==> src/rtl/auth_msg_receiver.sv <==
// Byte-serial authentication message receiver: parses bare or USB-framed
// messages into setup fields, a 32-bit header and a bounded payload buffer.
module auth_msg_receiver #(
  parameter int MAX_PAYLOAD_BYTES = 64,
  parameter int CNT_W             = 16
) (
  input  logic                           clk,
  input  logic                           reset,
  input  logic                           usb_mode,
  input  logic [7:0]                     byte_in,
  input  logic                           byte_valid,
  input  logic                           byte_last,
  output logic                           byte_ready,
  output logic                           msg_valid,
  input  logic                           msg_ack,
  output logic [7:0]                     bmRequestType,
  output logic [7:0]                     bRequest,
  output logic [15:0]                    wLength,
  output logic [31:0]                    header,
  output logic [MAX_PAYLOAD_BYTES*8-1:0] payload,
  output logic [CNT_W-1:0]               payload_len,
  output logic [7:0]                     pending_auth_request,
  output logic                           err_truncated,
  output logic                           err_overflow,
  output logic                           err_length,
  output logic                           err_version
);

  typedef enum logic [6:0] {
    IDLE    = 7'b0000001,
    SETUP   = 7'b0000010,
    HEADER  = 7'b0000100,
    WLEN    = 7'b0001000,
    PAYLOAD = 7'b0010000,
    DRAIN   = 7'b0100000,
    DONE    = 7'b1000000
  } state_t;

  localparam logic [CNT_W-1:0] MAX_LEN = CNT_W'(MAX_PAYLOAD_BYTES);

  state_t     state;
  logic       usb_q;
  logic [1:0] hdr_cnt;
  logic       wlen_cnt;
  logic       accept;

  assign byte_ready = (state != DONE);
  assign accept     = byte_valid & byte_ready;

  // Only meaningful while a message is held; derived from stable field registers.
  assign pending_auth_request = msg_valid ?
    {header[9:8], (header[23] ? 2'b10 : 2'b01), 1'b0, usb_q, header[17:16]} : 8'h00;

  function automatic logic len_err(input logic u, input logic [CNT_W-1:0] len,
                                   input logic [15:0] wl);
    return u && (32'(len) != 32'(wl));
  endfunction

  always_ff @(posedge clk or negedge reset) begin
    if (!reset) begin
      state         <= IDLE;
      usb_q         <= 1'b0;
      hdr_cnt       <= 2'd0;
      wlen_cnt      <= 1'b0;
      msg_valid     <= 1'b0;
      err_truncated <= 1'b0;
      err_overflow  <= 1'b0;
      err_length    <= 1'b0;
      err_version   <= 1'b0;
      payload_len   <= '0;
      header        <= '0;
      bmRequestType <= '0;
      bRequest      <= '0;
      wLength       <= '0;
      payload       <= '0;
    end else if (accept) begin
      case (state)
        IDLE: begin
          usb_q <= usb_mode;
          if (usb_mode) begin
            bmRequestType <= byte_in;
            state         <= SETUP;
          end else begin
            header[31:24] <= byte_in;
            hdr_cnt       <= 2'd1;
            state         <= HEADER;
          end
          if (byte_last) begin
            err_truncated <= 1'b1;
            err_length    <= len_err(usb_mode, payload_len, wLength);
            msg_valid     <= 1'b1;
            state         <= DONE;
          end
        end
        SETUP: begin
          bRequest <= byte_in;
          state    <= HEADER;
          if (byte_last) begin
            err_truncated <= 1'b1;
            err_length    <= len_err(usb_q, payload_len, wLength);
            msg_valid     <= 1'b1;
            state         <= DONE;
          end
        end
        HEADER: begin
          case (hdr_cnt)
            2'd0:    header[31:24] <= byte_in;
            2'd1:    header[23:16] <= byte_in;
            2'd2:    header[15:8]  <= byte_in;
            default: header[7:0]   <= byte_in;
          endcase
          hdr_cnt <= hdr_cnt + 2'd1;
          if (hdr_cnt == 2'd3) begin
            err_version <= (header[31:24] != 8'h01);
            state       <= usb_q ? WLEN : PAYLOAD;
          end
          // A USB frame ending right after the header still lacks wLength.
          if (byte_last) begin
            err_truncated <= (hdr_cnt != 2'd3) || usb_q;
            err_length    <= len_err(usb_q, payload_len, wLength);
            msg_valid     <= 1'b1;
            state         <= DONE;
          end
        end
        WLEN: begin
          if (!wlen_cnt) begin
            wLength[7:0] <= byte_in;
            wlen_cnt     <= 1'b1;
            if (byte_last) begin
              err_truncated <= 1'b1;
              err_length    <= len_err(usb_q, payload_len, {wLength[15:8], byte_in});
              msg_valid     <= 1'b1;
              state         <= DONE;
            end
          end else begin
            wLength[15:8] <= byte_in;
            wlen_cnt      <= 1'b0;
            state         <= PAYLOAD;
            if (byte_last) begin
              err_length <= len_err(usb_q, payload_len, {byte_in, wLength[7:0]});
              msg_valid  <= 1'b1;
              state      <= DONE;
            end
          end
        end
        PAYLOAD: begin
          if (payload_len == MAX_LEN) begin
            err_overflow <= 1'b1;
            msg_valid    <= byte_last;
            state        <= byte_last ? DONE : DRAIN;
          end else begin
            for (int k = 0; k < MAX_PAYLOAD_BYTES; k++)
              if (payload_len == CNT_W'(k)) payload[8*k +: 8] <= byte_in;
            payload_len <= payload_len + 1'b1;
            if (byte_last) begin
              err_length <= len_err(usb_q, payload_len + 1'b1, wLength);
              msg_valid  <= 1'b1;
              state      <= DONE;
            end
          end
        end
        DRAIN: begin
          if (byte_last) begin
            msg_valid <= 1'b1;
            state     <= DONE;
          end
        end
        default: ;
      endcase
    end else if (state == DONE && msg_ack) begin
      state         <= IDLE;
      msg_valid     <= 1'b0;
      err_truncated <= 1'b0;
      err_overflow  <= 1'b0;
      err_length    <= 1'b0;
      err_version   <= 1'b0;
      payload_len   <= '0;
      hdr_cnt       <= 2'd0;
      wlen_cnt      <= 1'b0;
    end
  end

endmodule

==> config.mk <==
export PLATFORM = sky130hd
export DESIGN_NAME = auth_msg_receiver
export DESIGN_NICKNAME = d
export VERILOG_FILES = /design/src/rtl/auth_msg_receiver.sv
export SDC_FILE = /design/constraint.sdc
export NUM_CORES = 1
export LEC_CHECK = 0
export BUFFER_PORTS_ARGS = -buffer_cell sky130_fd_sc_hd__buf_2
export CORE_MARGIN = 4
export CORE_UTILIZATION = 45
export DETAILED_ROUTE_END_ITERATION = 16
export PLACE_DENSITY = 0.69
export SETUP_SLACK_MARGIN = 0.2
export SYNTH_ARGS = -nofsm -noshare
export SYNTH_HDL_FRONTEND = slang
export SYNTH_SLANG_ARGS = --single-unit
==> constraint.sdc <==
create_clock -name clk -period 5.2 [get_ports clk]
set_input_delay 0.78 -clock clk [delete_from_list [all_inputs] [get_ports clk]]
set_output_delay 0.78 -clock clk [all_outputs]
set_load 0.005 [all_outputs]
==> results_dict.tcl, run 1 <==
set metrics [dict create \
    cts_resized 0 \
    final_cell_mix "buf_2, dfrtp_1, mux2_2" \
    powerDensity_nw_per_um2 363.4 \
    fp.dieArea_um2 58810 \
    synth-edff-count 0 \
    via_per_inst 5.525 \
    fmax_mhz 244.0 \
    dp_slack_ps 1096 \
    ys_seq_area_share_pct 61.49 \
    tightest_slew_ps 1107 \
    post_cts_buffers 0 \
    syn_to_final_growth_pct 24.15 \
    grt_pass1_wl_um 120300 \
    endpoint_kind "register" \
    totalWireLength_um 80510 \
    fin_area_um2 30720 \
    ctsHtreeMaxLevel 3 \
    dpl.hpwl_um 56410 \
    clk_latency_ps 590 \
    cts_root_buffer "clkbuf_16" \
    avgSynthCellArea_um2 14.45 \
    fin_setup_tns_ps 0 \
    ys_warn_count 0 \
    synth.distinct_cells 64 \
    num-nets-final 2324 \
    grt_usage_pct 27.04 \
    worst_slack_ps 1101 \
    ctsHoldBuffers 0 \
    postRouteAntennaNets 0 \
    min_period_over_period_pct 78.83 \
    wl_per_cell_um 26.39 \
    syn_area_um2 24750 \
    run_status "complete, no violations" \
    yosysTopAreaCellShare_pct 61.38 \
    final_common_cell "buf_2" \
    dr.pass1.iters 5 \
    dpl_cell_area_um2 28470 \
    ys_seq_elements 608 \
    max_stage_delay_ps 810 \
    routabilityCongestion 0.8750 \
    grt_max_degree 121 \
    synthFlopType "dfrtp_1" \
    ios 620 \
    period_needed_ps 4099 \
    rsz0062_at_grt "false" \
    setup_violations 0 \
    clockBufferDepth 3 \
    crit_fanout 14 \
    port-buffer-count 618 \
    path_class "reg2reg" \
    cp_slowest_cell "nor3_4" \
    hold_viol 0 \
    drive_gt1_share_pct 49.98 \
    maxCapViolations 0 \
    gr-total-overflow 0 \
    ir_drop_mv 0.2468 \
    power.leakage_nw 17.69 \
    fp.dieW_um 242.5 \
    slew_viol_final 0 \
    worstPathArrival_ps 4560 \
    clock_sinks 608 \
    async_flop_share_pct 100.0 \
    drt-initial-drc-count 950 \
    cts_tree "yes" \
    cp.required_ps 5660 \
    syn_inst 1713 \
    synth_fp_nets 1736 \
    num_rows 85 \
    slew-limit-headroom_pct 25.98 \
    startpoint_type "register" \
    core_um2 54130 \
    skew_ps 16.08 \
    vias 16860 \
    start_util_pct 45.71 \
    worstHoldPathType "in2async" \
    grt_antenna_before_repair 2 \
    die_h_um 242.5 \
    netlist_top_cells_area "dfrtp_1, mux2_2, mux2_1" \
    cts_made_buffers 67 \
    synth_top_area_cell "dfrtp_1" \
    drc 0 \
    crit_chain "or4_4, or3_1, or4_1, nor3_4, nand2_1, mux2_2" \
    place_inst 2928 \
    fin_cells 3051 \
    grt_pass1_vias 17530 \
    clk_pin_slew_worst_paths_ps 60 \
]
## critical path, delay by kind of cell, from the launching register on
kind / cells / cell delay, ps
flip-flops: 1 / 480
multiplexers: 1 / 430
AND/OR/NAND/NOR: 5 / 3070
## routing by layer
layer,share of wire (%),up-vias,GRT usage [%]
met3,6.9,133,7.050
met4,3.5,2,9.834
met5,0.016,-,0
met1,41,8914,34.95
met2,49,616,44.29
li1,-,7191,-
## Yosys cell counts, drive strengths merged (4+ instances only)
master and n:
nand3 15, mux2 577, mux2i 6, inv 11, nand4 10, a21oi 15
or2 4, ha 9, xnor2 31, a31oi 5, nor2b 5, o21a 4
buf 14, nor3 26, clkbuf 108, nand2b 4, xor2 21, and3 10
o21ai 16, and2 19, o31ai 7, nor2 37, dfrtp 607, nand2 94
nor4 13
## final timing paths
path                                               start                  endpoint  slack [ps]  depth (start not counted)
worst max-delay path                state[1]$_DFFE_PN0P_  payload[122]$_DFFE_PN0P_        1100                          6
worst min-delay path                               reset  payload[129]$_DFFE_PN0P_         260                          1
worst max register to register      state[1]$_DFFE_PN0P_  payload[122]$_DFFE_PN0P_        1100                          6
worst min register to register  payload[260]$_DFFE_PN0P_  payload[260]$_DFFE_PN0P_         480                          1
max in group asynchronous                          reset  payload[247]$_DFFE_PN0P_        3650                          2
min in group clk                payload[260]$_DFFE_PN0P_  payload[260]$_DFFE_PN0P_         480                          1
## kinds of logic (layout without fill, tap and decap cells)
| logic type | after synthesis | after routing | share of synthesized area, % |
|---|---|---|---|
| AO/OA/AOI/OAI | 73 | 73 | 1.957 |
| XOR/XNOR | 52 | 52 | 1.840 |
| adder cells (fa/ha/maj) | 9 | 9 | 0.4551 |
| buffers and inverters | 133 | 773 | 2.154 |
| flip-flops | 608 | 608 | 61.49 |
| multiplexers | 583 | 583 | 26.50 |
| other | 1 | 3 | 0.01515 |
| AND/OR/NAND/NOR | 254 | 254 | 5.592 |
## through the flow
stage	hold slack [ps]	power [mW]	util, %
after CTS	269.2	11.28	56.75
after global placement	468.8	6.460	52.59
final	260.8	11.16	56.75
after floorplan	472.6	5.827	-
after global routing	305.4	11.61	56.75
after detailed placement	471.6	6.488	52.59
## power breakdown
| part | switching [mW] | internal (mW) | total, mW | leakage, nW |
|---|---|---|---|---|
| Combinational | 0.760 | 0.490 | 1.25 | 8.15 |
| Clock | 1.94 | 2.83 | 4.77 | 1.11 |
| Sequential | 0.196 | 4.95 | 5.14 | 8.43 |
## flip-flops by register name (all words and copies together), names as in the netlist, 2 cells and up
name / flops
bRequest: 8
header: 32
bmRequestType: 8
wLength: 16
payload_len: 16
payload: 512
state: 7
hdr_cnt: 2
## cell type report
cell class / count / area (um2)
timing repair buffer: 641 / 3331
tap: 696 / 870.8
fill: 4429 / 23410
clock inverter: 19 / 205.2
multi-input combinational: 972 / 9012
inverter: 11 / 41.29
clock buffer: 102 / 2042
sequential: 608 / 15220
antenna: 2 / 5.005
Power figures use the tool's default switching activity.
==> run 2, diff against run 1 <==
Settings changed: ABC_AREA set to 1, PLACE_DENSITY 0.69 to 0.72.
Clock period 5.2 ns to 3.6 ns, I/O delays scaled along.
==> run 2 against run 1 <==
Effect of this change: maximum frequency up 31%; via count up 22%; hold slack better by 26 ps; combinational power up 130%; clock power up 38%; total power up 51%; sequential cell count unchanged; clock skew down 5.7 ps; count of clock-buffer cells in the layout down 12; global-route usage up 0.39 points; sequential share of layout area down 0.38 points; core utilization down 0.67 points; largest power group unchanged; highest routed layer is now met4.
==> results_dict.tcl, run 2 <==
set metrics [dict create \
    run_status "complete, no violations" \
    cts_made_buffers 60 \
    powerDensity_nw_per_um2 542.8 \
    vias 20620 \
    grt_pass1_wl_um 126000 \
    num-nets-final 3115 \
    setup_violations 0 \
    crit_fanout 31 \
    grt_max_degree 91 \
    postRouteAntennaNets 0 \
    min_period_over_period_pct 86.76 \
    synth.distinct_cells 47 \
    port-buffer-count 618 \
    routabilityCongestion 0.9533 \
    ir_drop_mv 0.4514 \
    tightest_slew_ps 898.3 \
    top_regs "payload: 512 flops, header: 32 flops" \
    clock_sinks 608 \
    cts_tree "yes" \
    cp_slowest_cell "nand3_1" \
    ios 620 \
    async_flop_share_pct 100.0 \
    yosysTopAreaCellShare_pct 60.45 \
    regToRegSetupSlack_ps 480 \
    synth_commonest_cells "nand2_1, dfrtp_1, o21ai_0" \
    maxCapViolations 0 \
    netlist_top_cells_area "dfrtp_1, nand2_1, o21ai_0" \
    regMostFlops "payload" \
    dr.pass1.iters 5 \
    yosysMostFrequentCell "nand2_1" \
    final_common_cell "nand2_1" \
    clk_latency_ps 620 \
    wl_per_cell_um 21.65 \
    syn_to_final_growth_pct 23.20 \
    worstPathArrival_ps 3630 \
    period_needed_ps 3123 \
    cp.required_ps 4100 \
    cts_resized 0 \
    cts_root_buffer "clkbuf_16" \
    ys_warn_count 0 \
    drc 0 \
    synth_top_area_cell "dfrtp_1" \
    dpl.hpwl_um 59620 \
    drt-initial-drc-count 1636 \
    final_cell_mix "nand2_1, buf_2, dfrtp_1" \
    grt_antenna_before_repair 1 \
    num_rows 86 \
    gr-total-overflow 0 \
    clk_pin_slew_worst_paths_ps 60 \
    synth_fp_nets 2545 \
    skew_ps 10.38 \
    fin_setup_tns_ps 0 \
    worstHoldPathType "in2reg" \
    avgSynthCellArea_um2 9.963 \
    core_um2 55200 \
    start_util_pct 45.52 \
    fmax_mhz 320.2 \
    ctsHtreeMaxLevel 2 \
    fp.dieW_um 244.3 \
    largest_register_ffs 512 \
    synth-edff-count 0 \
    drive_gt1_share_pct 30.49 \
    rsz0062_at_grt "false" \
    synthFlopType "dfrtp_1" \
    fp.dieArea_um2 59680 \
    slew-limit-headroom_pct 40.11 \
    slew_viol_final 0 \
    hold_viol 0 \
    ys_seq_elements 608 \
    path_class "reg2reg" \
    endpoint_kind "register" \
    syn_area_um2 25130 \
    via_per_inst 5.300 \
    power.leakage_nw 16.54 \
    startpoint_type "register" \
    syn_inst 2522 \
    clockBufferDepth 3 \
    die_h_um 244.3 \
    totalWireLength_um 84220 \
    max_stage_delay_ps 510 \
    grt_pass1_vias 19580 \
    crit_chain "inv_1, ha_1, nand2_1, nor2_1, nand2_4, nand2_8, inv_2, buf_12, nand3_1, o21ai_0" \
    ys_seq_area_share_pct 60.55 \
    fin_util_pct 56.08 \
    grt_usage_pct 27.43 \
]
==> run 2: cell types whose count changed in the layout (fill, tap and decap cells not counted), sizes merged, moves of 59 or more <==
| cell | delta |
|---|---|
| nand2 | +594 |
| inv | +98 |
| mux2 | -457 |
| nor2 | +59 |
| nand3 | +109 |
| o21ai | +468 |
==> run 2: path summary, 6_finish.rpt <==
| kind | from | end | depth (start not counted) |
|---|---|---|---|
| min in group asynchronous | reset | payload[384]$_DFFE_PN0P_ | 2 |
| worst max-delay path | payload_len[0]$_DFFE_PN0P_ | payload[188]$_DFFE_PN0P_ | 10 |
| max in group asynchronous | reset | bRequest[7]$_DFFE_PN0P_ | 3 |
| worst max register to register | payload_len[0]$_DFFE_PN0P_ | payload[188]$_DFFE_PN0P_ | 10 |
| worst min-delay path | usb_mode | state[1]$_DFFE_PN0P_ | 3 |
| worst min register to register | payload[10]$_DFFE_PN0P_ | payload[10]$_DFFE_PN0P_ | 2 |
==> run 2: kinds of logic after synthesis <==
kind of cell | Yosys count | share of synthesized area, %
multiplexers | 120 | 5.617
AO/OA/AOI/OAI | 506 | 10.21
XOR/XNOR | 14 | 0.4880
adder cells (fa/ha/maj) | 9 | 0.4481
other | 1 | 0.01492
buffers and inverters | 268 | 4.855
flip-flops | 608 | 60.55
AND/OR/NAND/NOR | 996 | 17.82
==> run 2: area by class of cell <==
cell class,instances,area (um2)
Antenna cell,1,2.502
Inverter,111,421.7
Sequential cell,608,15220
Fill cell,4808,24240
Tap cell,748,935.9
Timing Repair Buffer,665,3596
Clock inverter,22,272.8
Multi-Input combinational cell,1646,8697
Clock buffer,90,1817
==> run 2: through the flow <==
step | setup slack, ps | power (mW) | hold slack, ps | cell area, um2 | std cells
floorplan | 1389 | 9.196 | 244.4 | 25130 | 2522
detailed placement | 548.1 | 10.33 | 467.5 | 28860 | 3777
global placement | 699.8 | 10.29 | 460.4 | 28860 | 3777
finish | 476.6 | 16.81 | 287.0 | 30960 | 3891
CTS | 493.9 | 16.91 | 229.5 | 30960 | 3890
global route | 235.6 | 17.57 | 241.8 | 30960 | 3890
==> run 2: power by group <==
part	internal, mW	switching [mW]	leakage, nW
Combinational	0.815	2.03	7.08
Sequential	7.12	0.277	8.45
Clock	3.85	2.72	1.01
Total	11.8	5.02	16.5
==> run 2: per-layer routing <==
metal	wire length (um)	vias to the layer above	global-route usage, %
met4	2805	0	8.489
met3	7254	156	6.140
li1	-	9441	-
met5	0	-	0
met1	35010	10140	37.77
met2	39150	885	43.84
==> run 2: critical path, delay by kind of cell, from the launching register on <==
kind                       cells  cell delay [ps]
adders and majority gates      1              270
DFF                            1              500
and+or+nand+nor                5             1090
AOI/OAI and AO/OA              1              400
buffers and inverters          3              720
==> run 2: timing repair <==
item / 4_1_cts / 5_1_grt
hold endpoints to repair: 63 / 0
endpoints found under the setup margin: 0 / 0
setup buffers: 0 / 0
hold buffers: 1 / 0
